===== src/rtl/clk_div_buffer_if.sv =====
// Bundle of per-channel divide/enable requests and the divided clock outputs
// exchanged with clk_div_buffer.
interface clk_div_buffer_if #(
    parameter int NUM_CH = 2,
    parameter int DIV_W  = 8
);
    logic [NUM_CH*DIV_W-1:0] div;
    logic [NUM_CH-1:0]       en;
    logic [NUM_CH-1:0]       bclk;
    logic [NUM_CH-1:0]       tick;
    logic [NUM_CH-1:0]       run;

    modport master (
        output div,
        output en,
        input  bclk,
        input  tick,
        input  run
    );

    modport slave (
        input  div,
        input  en,
        output bclk,
        output tick,
        output run
    );
endinterface


===== src/rtl/clk_div_buffer.sv =====
// NUM_CH independent 50%-duty, glitch-free divided clocks from mclk; enable and
// divide ratio take effect only at period boundaries. Define CLK_DIV_BUFFER_SYNC_EN to synchronise en.
module clk_div_buffer #(
    parameter int NUM_CH = 2,
    parameter int DIV_W  = 8
) (
    input logic             mclk,
    input logic             rst,
    clk_div_buffer_if.slave bus
);

    typedef enum logic {
        IDLE = 1'b0,
        RUN  = 1'b1
    } state_t;

    state_t           state_q   [NUM_CH];
    state_t           state_d   [NUM_CH];
    logic [DIV_W-1:0] cnt_q     [NUM_CH];
    logic [DIV_W-1:0] cnt_d     [NUM_CH];
    logic [DIV_W-1:0] div_act_q [NUM_CH];
    logic [DIV_W-1:0] div_act_d [NUM_CH];
    logic [DIV_W-1:0] last_cnt  [NUM_CH];

    logic [NUM_CH-1:0] bclk_q;
    logic [NUM_CH-1:0] bclk_d;
    logic [NUM_CH-1:0] tick_q;
    logic [NUM_CH-1:0] tick_d;
    logic [NUM_CH-1:0] run_vec;
    logic [NUM_CH-1:0] en_use;

`ifdef CLK_DIV_BUFFER_SYNC_EN
    logic [NUM_CH-1:0] en_s1;
    logic [NUM_CH-1:0] en_s2;

    always_ff @(posedge mclk or posedge rst) begin
        if (rst) begin
            en_s1 <= '0;
            en_s2 <= '0;
        end else begin
            en_s1 <= bus.en;
            en_s2 <= en_s1;
        end
    end

    assign en_use = en_s2;
`else
    assign en_use = bus.en;
`endif

    // A stored divide value of 0 is treated as a half-period of 1 cycle.
    always_comb begin
        for (int unsigned i = 0; i < NUM_CH; i++) begin
            last_cnt[i] = (div_act_q[i] == '0) ? '0 : div_act_q[i] - DIV_W'(1);
        end
    end

    always_comb begin
        bclk_d = bclk_q;
        tick_d = '0;
        for (int unsigned i = 0; i < NUM_CH; i++) begin
            state_d[i]   = state_q[i];
            cnt_d[i]     = cnt_q[i];
            div_act_d[i] = div_act_q[i];
            unique case (state_q[i])
                IDLE: begin
                    bclk_d[i] = 1'b0;
                    cnt_d[i]  = '0;
                    if (en_use[i]) begin
                        state_d[i]   = RUN;
                        div_act_d[i] = bus.div[i*DIV_W +: DIV_W];
                        bclk_d[i]    = 1'b1;
                        tick_d[i]    = 1'b1;
                    end
                end
                RUN: begin
                    if (cnt_q[i] != last_cnt[i]) begin
                        cnt_d[i] = cnt_q[i] + DIV_W'(1);
                    end else begin
                        cnt_d[i] = '0;
                        if (bclk_q[i]) begin
                            bclk_d[i] = 1'b0;
                        end else if (en_use[i]) begin
                            // End of low phase is the only point where en/div are sampled.
                            div_act_d[i] = bus.div[i*DIV_W +: DIV_W];
                            bclk_d[i]    = 1'b1;
                            tick_d[i]    = 1'b1;
                        end else begin
                            state_d[i] = IDLE;
                        end
                    end
                end
                default: state_d[i] = IDLE;
            endcase
        end
    end

    always_ff @(posedge mclk or posedge rst) begin
        if (rst) begin
            bclk_q <= '0;
            tick_q <= '0;
            for (int unsigned i = 0; i < NUM_CH; i++) begin
                state_q[i]   <= IDLE;
                cnt_q[i]     <= '0;
                div_act_q[i] <= '0;
            end
        end else begin
            bclk_q <= bclk_d;
            tick_q <= tick_d;
            for (int unsigned i = 0; i < NUM_CH; i++) begin
                state_q[i]   <= state_d[i];
                cnt_q[i]     <= cnt_d[i];
                div_act_q[i] <= div_act_d[i];
            end
        end
    end

    always_comb begin
        run_vec = '0;
        for (int unsigned i = 0; i < NUM_CH; i++) begin
            run_vec[i] = (state_q[i] == RUN);
        end
    end

    assign bus.bclk = bclk_q;
    assign bus.tick = tick_q;
    assign bus.run  = run_vec;

endmodule


===== src/flat_wrapper.sv =====
// flat-port wrapper written by rule: the top's interface ports become plain ports
module clk_div_buffer_flat 
#(
    parameter int NUM_CH = 2,
    parameter int DIV_W  = 8
)
  (mclk, rst, bus_div, bus_en, bus_bclk, bus_tick, bus_run);
  clk_div_buffer_if #(.NUM_CH(NUM_CH), .DIV_W(DIV_W)) bus_i ();
  input logic mclk;
  input logic rst;
  input wire logic [$bits(bus_i.div)-1:0] bus_div;
  input wire logic [$bits(bus_i.en)-1:0] bus_en;
  output wire logic [$bits(bus_i.bclk)-1:0] bus_bclk;
  output wire logic [$bits(bus_i.tick)-1:0] bus_tick;
  output wire logic [$bits(bus_i.run)-1:0] bus_run;
  assign bus_i.div = bus_div;
  assign bus_i.en = bus_en;
  assign bus_bclk = bus_i.bclk;
  assign bus_tick = bus_i.tick;
  assign bus_run = bus_i.run;
  clk_div_buffer #(.NUM_CH(NUM_CH), .DIV_W(DIV_W)) u_core (.mclk(mclk), .rst(rst), .bus(bus_i));
endmodule

===== config.mk =====
export PLATFORM = sky130hd
export DESIGN_NAME = clk_div_buffer_flat
export DESIGN_NICKNAME = d
export VERILOG_FILES = /design/src/rtl/clk_div_buffer_if.sv /design/src/rtl/clk_div_buffer.sv /design/src/flat_wrapper.sv
export SDC_FILE = /design/constraint.sdc
export NUM_CORES = 1
export LEC_CHECK = 0
export CAP_MARGIN = 25
export CORE_ASPECT_RATIO = 0.9
export CORE_MARGIN = 2
export CORE_UTILIZATION = 45
export DETAILED_ROUTE_END_ITERATION = 8
export PLACE_DENSITY_LB_ADDON = 0.12
export SYNTH_ARGS = -nofsm -noshare
export SYNTH_HDL_FRONTEND = slang
export SYNTH_SLANG_ARGS = --single-unit
export TNS_END_PERCENT = 30

===== constraint.sdc =====
create_clock -name mclk -period 2.8 [get_ports mclk]
set_clock_uncertainty 0.15 [all_clocks]
set_input_delay 0.42 -clock mclk [delete_from_list [all_inputs] [get_ports mclk]]
set_output_delay 0.42 -clock mclk [all_outputs]
set_load 0.01 [all_outputs]

After elaboration in Yosys (flattened, before gate mapping)
Index checks and enable logic that the tools add are counted.

operators by class
  add/subtract/negate cells = 4
  equality and inequality tests = 6
  multiplexer cells = 32
  bitwise gates (word level) = 2
  reduce and logical (&&, ||, !) cells = 4

operators by type and width
  kind                                              count
  2-to-1 mux 8 bit                                  10
  one-hot mux 8 bit (2 select lines)                4
  adder 8 x 1 -> 8 bit, second input constant       2
  zero test 8 bit                                   2
  != test 8 bit                                     2
  subtractor 8 x 1 -> 8 bit, second input constant  2
  2-to-1 mux 1 bit                                  12
  one-hot mux 1 bit (2 select lines)                6
  != test 2 bit, second input constant              4
  AND reduction 2 bit                               2
  NOT 1 bit                                         2

storage, ports and cells
  bits in registers = 38
  output and inout bits = 6
  word-level logic and storage cells = 57

Depth between registers and ports, before layout
Gate-level depths: netlist (run 1).

  depth after elaboration = 5
  mapped depth = 11
  gate-level depth less buffers = 8

Least setup slack after synthesis (run 1)
OpenSTA, ideal clock, no wires.

  kind = reg2reg
  from = register u_core.div_act_q[0] (netlist name)
  to = register u_core.div_act_q[0] (netlist name)
  arrival time = 2.637 ns
  required time = 2.494 ns
  slack = -0.143 ns
  stages on the path, launching flop included = 11
  path buffers = 2
  cell sequence = dfrtp_1 buf_2 inv_1 ha_1 or3b_2 clkbuf_1 o31ai_1 a21oi_1 a211o_1 nor4_2 o32ai_1

on the way
  cells in the longest elaborated chain, start to end = 5

ends and longest elaborated chain
  item                                                                 RTL line               RTL
  start: declaration                                                   clk_div_buffer.sv:21   logic [DIV_W-1:0] div_act_q [NUM_CH];
  start signal: indexed assignment                                     clk_div_buffer.sv:113  div_act_q[i] <= div_act_d[i];
  subtractor 8 x 1 -> 8 bit / zero test 8 bit (equally long branches)  clk_div_buffer.sv:54   last_cnt[i] = (div_act_q[i] == '0) ? '0 : div_act_q[i] - DIV_W'(1);
  2-to-1 mux 8 bit                                                     clk_div_buffer.sv:54
  != test 8 bit                                                        clk_div_buffer.sv:77   if (cnt_q[i] != last_cnt[i]) begin
  != test 2 bit (no source line)                                       --
  AND reduction 2 bit (no source line)                                 --

Several ways; a longest one is shown, not always the timed one. The select of a mux whose other input is x is not followed.
A chain may end at the register's enable or synchronous reset.

Worst setup path in the final report (run 1)
  from = register u_core.div_act_q[9] (netlist name)
  to = register u_core.div_act_q[10] (netlist name)

on the way
  cells in the longest elaborated chain, start to end = 5

ends and longest elaborated chain
  item                                                                 RTL line
  subtractor 8 x 1 -> 8 bit / zero test 8 bit (equally long branches)  clk_div_buffer.sv:54
  2-to-1 mux 8 bit *                                                   clk_div_buffer.sv:54
  != test 8 bit *                                                      clk_div_buffer.sv:77
  != test 2 bit (no source line) *                                     --
  AND reduction 2 bit (no source line) *                               --

Every way passes the cells marked *; elsewhere a longest branch is shown, timed or not.

==> results_dict.tcl, run 1 <==
set metrics [dict create \
    synth_flop_cell "dfrtp_1" \
    synth_area_um2 2380 \
    finalHoldViolCount 0 \
    min_path_type "in -> async" \
    syn2layout_area_growth_pct 41.7 \
    rsz0062_at_grt "true" \
    worstSetupPathType "reg -> reg" \
    synth-seq-cells 38 \
    nets 340 \
    root_buffer "clkbuf_8" \
    start_util 0.459 \
    synthArstFlopShare 1.00 \
    yosys_warnings 0 \
    reg2reg_depth 7 \
    r2r-start "u_core.div_act_q[9]$_DFFE_PP0P_" \
    numClockSinks 38 \
    boundaryPins 26 \
    netlist_top_cells_count "dfrtp_1, inv_1, nor2_1, nand2_1, o32ai_1" \
    die_h_um 73.1 \
    die_w_um 80.7 \
    slowest_delay_ps 470 \
    finalSetupViolations 3 \
    cts_tree "built" \
    grt_pass1_wl_um 9240 \
    critPathLaunch "u_core.div_act_q[9]$_DFFE_PP0P_" \
    drv_cap 0 \
    syn_inst 258 \
    seq_area_frac_synth 0.399 \
    viasPerCell 5.52 \
    path_clk_slew_ps 80 \
    max_freq_ghz 0.354 \
    fin_ws_ps -24.1 \
    crit_fanout 4 \
    status "complete, but fails checks" \
    placementRows 25 \
    syn_area_per_cell_um2 9.24 \
    wl_um 5830 \
    crit_path_start_kind "register" \
    drtAntennaViolNets 0 \
    synth_cell_types 54 \
    yosysTopAreaCell "dfrtp_1" \
    crit_arrival_ps 2870 \
    ir_drop_uv 469 \
    critPathCapture "u_core.div_act_q[10]$_DFFE_PP0P_" \
    p_leak_nw 1.47 \
    slowest_stage "o41a_1" \
    required_ps 2840 \
    cts_buffers 5 \
    worst_slew_pin_slew_ps 486 \
    dieArea_um2 5900 \
    reg2reg_slack_ps -20 \
    syn_nets 282 \
    r2r_end "u_core.div_act_q[10]$_DFFE_PP0P_" \
    cts.path.max_buffers 2 \
    finalCritPeriodShare 1.01 \
    detailroute.via_count 2118 \
    finalMaxSlewViolations 0 \
    io_buffers 25 \
    relSlewSlack 0.676 \
    yosysMostFrequentCell "dfrtp_1" \
    p_per_area_nw_per_um2 1230 \
    grt_max_degree 39 \
    drt_iter0_drc 105 \
    dp_hpwl_um 4080 \
    period_needed_ps 2820 \
    drc 0 \
    clock_latency_ps 300 \
    violations "negative setup slack" \
    cp_cell_sequence "or3_4, a2111o_1, and3_1, or4_4, o41a_1, buf_6, o32ai_2" \
    synth_edf_count 0 \
    whs_ps 379 \
    drive_above_1_share 0.281 \
    gr-total-overflow 0 \
    synth_area_leaders "dfrtp_1, o32ai_1, xor2_1" \
    wire_per_inst_um 15.2 \
    grt_pass1_vias 1899 \
    coreArea_um2 5190 \
    place.gp.congestion 0.837 \
    diodes 0 \
    grt_use_total 0.204 \
    htree_levels 2 \
    synth_top_area_frac 0.399 \
    crit_path_end_kind "register" \
    dr.pass1.iters 4 \
    antenna_found_initial 0 \
    cts_hold_buf 0 \
    fin_setup_tns_ps -35.5 \
]
[worst min-delay path by stage]
| stage | start | endpoint | slack (ps) | cells after the start |
|---|---|---|---|---|
| finish | rst | u_core.cnt_q[0]$_DFF_PP0_ | 380 | 3 |
| global route | rst | u_core.cnt_q[4]$_DFF_PP0_ | 450 | 3 |
| CTS | rst | u_core.div_act_q[13]$_DFFE_PP0P_ | 390 | 3 |
| detailed placement | u_core.cnt_q[7]$_DFF_PP0_ | u_core.cnt_q[7]$_DFF_PP0_ | 390 | 2 |
| global placement | u_core.cnt_q[7]$_DFF_PP0_ | u_core.cnt_q[7]$_DFF_PP0_ | 390 | 2 |
| floorplan | u_core.cnt_q[7]$_DFF_PP0_ | u_core.cnt_q[7]$_DFF_PP0_ | 360 | 2 |
[power breakdown]
| part | switching [W] | total (W) | internal, W | leakage, nW |
|---|---|---|---|---|
| clock | 0.000213 | 0.000570 | 0.000357 | 0.0683 |
| combinational | 0.00118 | 0.00246 | 0.00127 | 0.927 |
| sequential | 0.000339 | 0.00112 | 0.000776 | 0.470 |
[per-layer routing]
metal | vias to the layer above | GRT usage | wire length (um)
met4 | 0 | 0.0621 | 69
met3 | 7 | 0.0433 | 202
li1 | 1049 | - | -
met1 | 1028 | 0.314 | 2950
met2 | 34 | 0.283 | 2610
met5 | - | 0 | 0
[logic make-up after synthesis]
kind of cell	after synthesis	share of synthesized area
flops	38	0.399
fa+ha+maj	4	0.0210
xor+xnor	24	0.0939
compound gates	55	0.184
buf+inv	40	0.0677
simple gates	97	0.235
[cell type report]
class                           instances  area (um^2)
Multi-Input combinational cell        180         1550
Clock inverter                          3         68.8
Timing Repair Buffer                   62          543
Inverter                               29          111
Clock buffer                            5         68.8
Fill cell                             433         1810
Sequential cell                        38          952
Tap cell                               67         83.8
[timing repair]
action | 4_1_cts | 5_1_grt
endpoints found under the setup margin | 18 | 38
resized for setup | 13 | 24
gates cloned | 1 | 0
pin swaps | 3 | 10
buffers inserted | 2 | 2
endpoints found under the hold margin | 0 | 0
[state kept, by name (all words and copies together) (netlist names)]
register	flops
u_core.bus.run	2
u_core.bus.tick	2
u_core.bus.bclk	2
u_core.div_act_q	16
u_core.cnt_q	16
[stage by stage]
step | instance area, um^2 | instances | utilization | worst slack, ps | total power [W]
floorplan | 2510 | 258 | - | -5.10 | 0.00252
global placement | 3010 | 371 | 0.579 | -44.0 | 0.00317
detailed placement | 3010 | 371 | 0.579 | -115 | 0.00322
CTS | 3230 | 382 | 0.622 | -45.0 | 0.00391
global route | 3380 | 384 | 0.651 | -97.2 | 0.00444
finish | 3380 | 384 | 0.651 | -24.1 | 0.00414
[placed cells by master, fill, tap and decap left out, types with 5 or more instances in the layout]
cell / instances
and3_1: 7
buf_4: 33
clkbuf_8: 5
clkdlybuf4s50_1: 25
dfrtp_1: 37
inv_1: 25
nand2_1: 19
nand2b_1: 8
nand3_1: 13
nor2_1: 21
o32ai_2: 14
xnor2_1: 10
xor2_1: 13
[critical path, delay by kind of cell (launching register included)]
family,cells,cell delay (ps)
AOI/OAI and AO/OA,3,990
and+or+nand+nor,3,980
buffers and inverters,1,170
DFF,1,420
Note: power is estimated with default switching activity, not from simulation.
==> run 2: changes to the inputs <==
Settings changed: CAP_MARGIN 25 to unset, CORE_UTILIZATION 45 to 35, CTS_CLUSTER_SIZE set to 28.
==> results_dict.tcl, run 2 (synthesized netlist as in run 1, its figures left out) <==
set metrics [dict create \
    pwr-share-seq 0.283 \
    power_switching_w 0.00165 \
    reg2reg_depth 7 \
    placementRows 28 \
    reg.largest.list "u_core.cnt_q x16, u_core.div_act_q x16" \
    nFillCells 657 \
    min_path_type "in -> async" \
    coreArea_um2 6590 \
    crit_path_end_kind "register" \
    syn2layout_area_growth_pct 40.5 \
    grt_pass1_vias 2022 \
    io_buffers 25 \
    relSlewSlack 0.675 \
    crit_cells 7 \
    slowest_delay_ps 470 \
    nets 343 \
    fin_area_um2 3350 \
    detailroute.via_count 2046 \
    drc 0 \
    fin_setup_tns_ps 0 \
    htree_levels 2 \
    internal_power_w 0.00225 \
    cts_tree "built" \
    whs_ps 398 \
    finalCritPeriodShare 0.996 \
    ir_drop_uv 431 \
    p_per_area_nw_per_um2 1160 \
    rsz0062_at_grt "true" \
    cts.path.max_buffers 2 \
    p_total_w 0.00390 \
    die_h_um 82.3 \
    drt_iter0_drc 76 \
    dieArea_um2 7490 \
    status "completed" \
    crit_path_start_kind "register" \
    viasPerCell 5.00 \
    grt_max_degree 39 \
    cpLargestDelayFamily "compound AO/OA/AOI/OAI gates" \
    gr-total-overflow 0 \
    boundaryPins 26 \
    path_clk_slew_ps 80 \
    grt_pass1_wl_um 9690 \
    crit_arrival_ps 2840 \
    drv_cap 0 \
    wl_um 5660 \
    drive_above_1_share 0.285 \
    antenna_found_initial 0 \
    final_common_cell "buf_4" \
    crit_buf_inv 1 \
    required_ps 2850 \
    combPwrFrac 0.623 \
    worst_slew_pin_slew_ps 487 \
    drtAntennaViolNets 0 \
    cts_hold_buf 0 \
    wire_per_inst_um 13.8 \
    cp_cell_sequence "or2_4, a2111o_1, and3_1, or4_4, o41a_1, buf_6, o32ai_1" \
    clock_latency_ps 300 \
    root_buffer "clkbuf_8" \
    dr.pass1.iters 4 \
    swShare 0.423 \
    layout_common_cells "buf_4, dfrtp_1, inv_1, clkdlybuf4s50_1, nor2_1" \
    finalHoldViolCount 0 \
    place.gp.congestion 0.778 \
    finish.utilization 0.509 \
    p_leak_nw 1.46 \
    finalSetupViolations 0 \
    die_w_um 91.0 \
    worstSetupPathType "reg -> reg" \
    slowest_stage "o41a_1" \
    start_util 0.362 \
    placed_area_um2 3090 \
    crit_fanout 5 \
    r2r_end "u_core.div_act_q[13]$_DFFE_PP0P_" \
    r2r-start "u_core.div_act_q[11]$_DFFE_PP0P_" \
    max_freq_ghz 0.359 \
    grt_use_total 0.164 \
    cts_buffers 5 \
    reg2reg_slack_ps 10 \
    period_needed_ps 2790 \
    numClockSinks 38 \
    power_frac_clock 0.094 \
    diodes 0 \
    dp_hpwl_um 4060 \
    finalMaxSlewViolations 0 \
]
-- run 2: per-stage QoR --
stage / setup slack, ps / instances
global route: -57.9 / 409
floorplan: -5.10 / 258
CTS: -17.7 / 407
detailed placement: -75.9 / 400
finish: 11.3 / 409
global placement: -55.2 / 400
-- run 2: power by group through the flow --
stage	logic, W	registers (W)	clock network [W]
finish	0.00243	0.00110	0.000366
CTS	0.00224	0.00109	0.000384
detailed placement	0.00218	0.00110	0
global placement	0.00216	0.00109	0
floorplan	0.00149	0.00103	0
global route	0.00266	0.00115	0.000404
-- run 2: how the worst max path moves through the flow --
stage / start / to / slack [ps]
2_1_floorplan: u_core.div_act_q[0]$_DFFE_PP0P_ / u_core.div_act_q[7]$_DFFE_PP0P_ / -5
3_3_place_gp: u_core.div_act_q[0]$_DFFE_PP0P_ / u_core.div_act_q[2]$_DFFE_PP0P_ / -60
3_5_place_dp: u_core.div_act_q[9]$_DFFE_PP0P_ / u_core.div_act_q[11]$_DFFE_PP0P_ / -80
4_1_cts: u_core.div_act_q[9]$_DFFE_PP0P_ / u_core.div_act_q[13]$_DFFE_PP0P_ / -20
5_1_grt: u_core.div_act_q[12]$_DFFE_PP0P_ / u_core.div_act_q[15]$_DFFE_PP0P_ / -60
6_report: u_core.div_act_q[11]$_DFFE_PP0P_ / u_core.div_act_q[13]$_DFFE_PP0P_ / 10
-- run 2: layout make-up --
cell class              instances  area (um^2)  area share
inverters                      29          111      0.0332
clock inverters                 2         10.0     0.00299
clock buffers                   5         68.8      0.0205
repair buffers                 65          571       0.170
flip-flops and latches         38          953       0.285
multi-input cells             180         1520       0.455
well taps                      90          113      0.0336
-- run 2: repair_timing --
action	in CTS	in global routing
pin swaps	3	7
gates cloned	0	0
setup endpoints to repair	17	26
resized for setup	8	23
buffers inserted	0	2
-- run 2: per-layer routing --
metal	track usage	routed length, um	vias to the layer above
met1	0.241	3150	961
met3	0.0327	146	6
met5	0	0	-
li1	-	-	1047
met2	0.239	2300	32
met4	0.0591	75	0
-- run 2: worst register-to-register path, stage by stage (launching register included) --
cell and delay, ps:
dfrtp_2 450, or2_4 260, a2111o_1 400, and3_1 170
or4_4 410, o41a_1 470, buf_6 170, o32ai_1 210
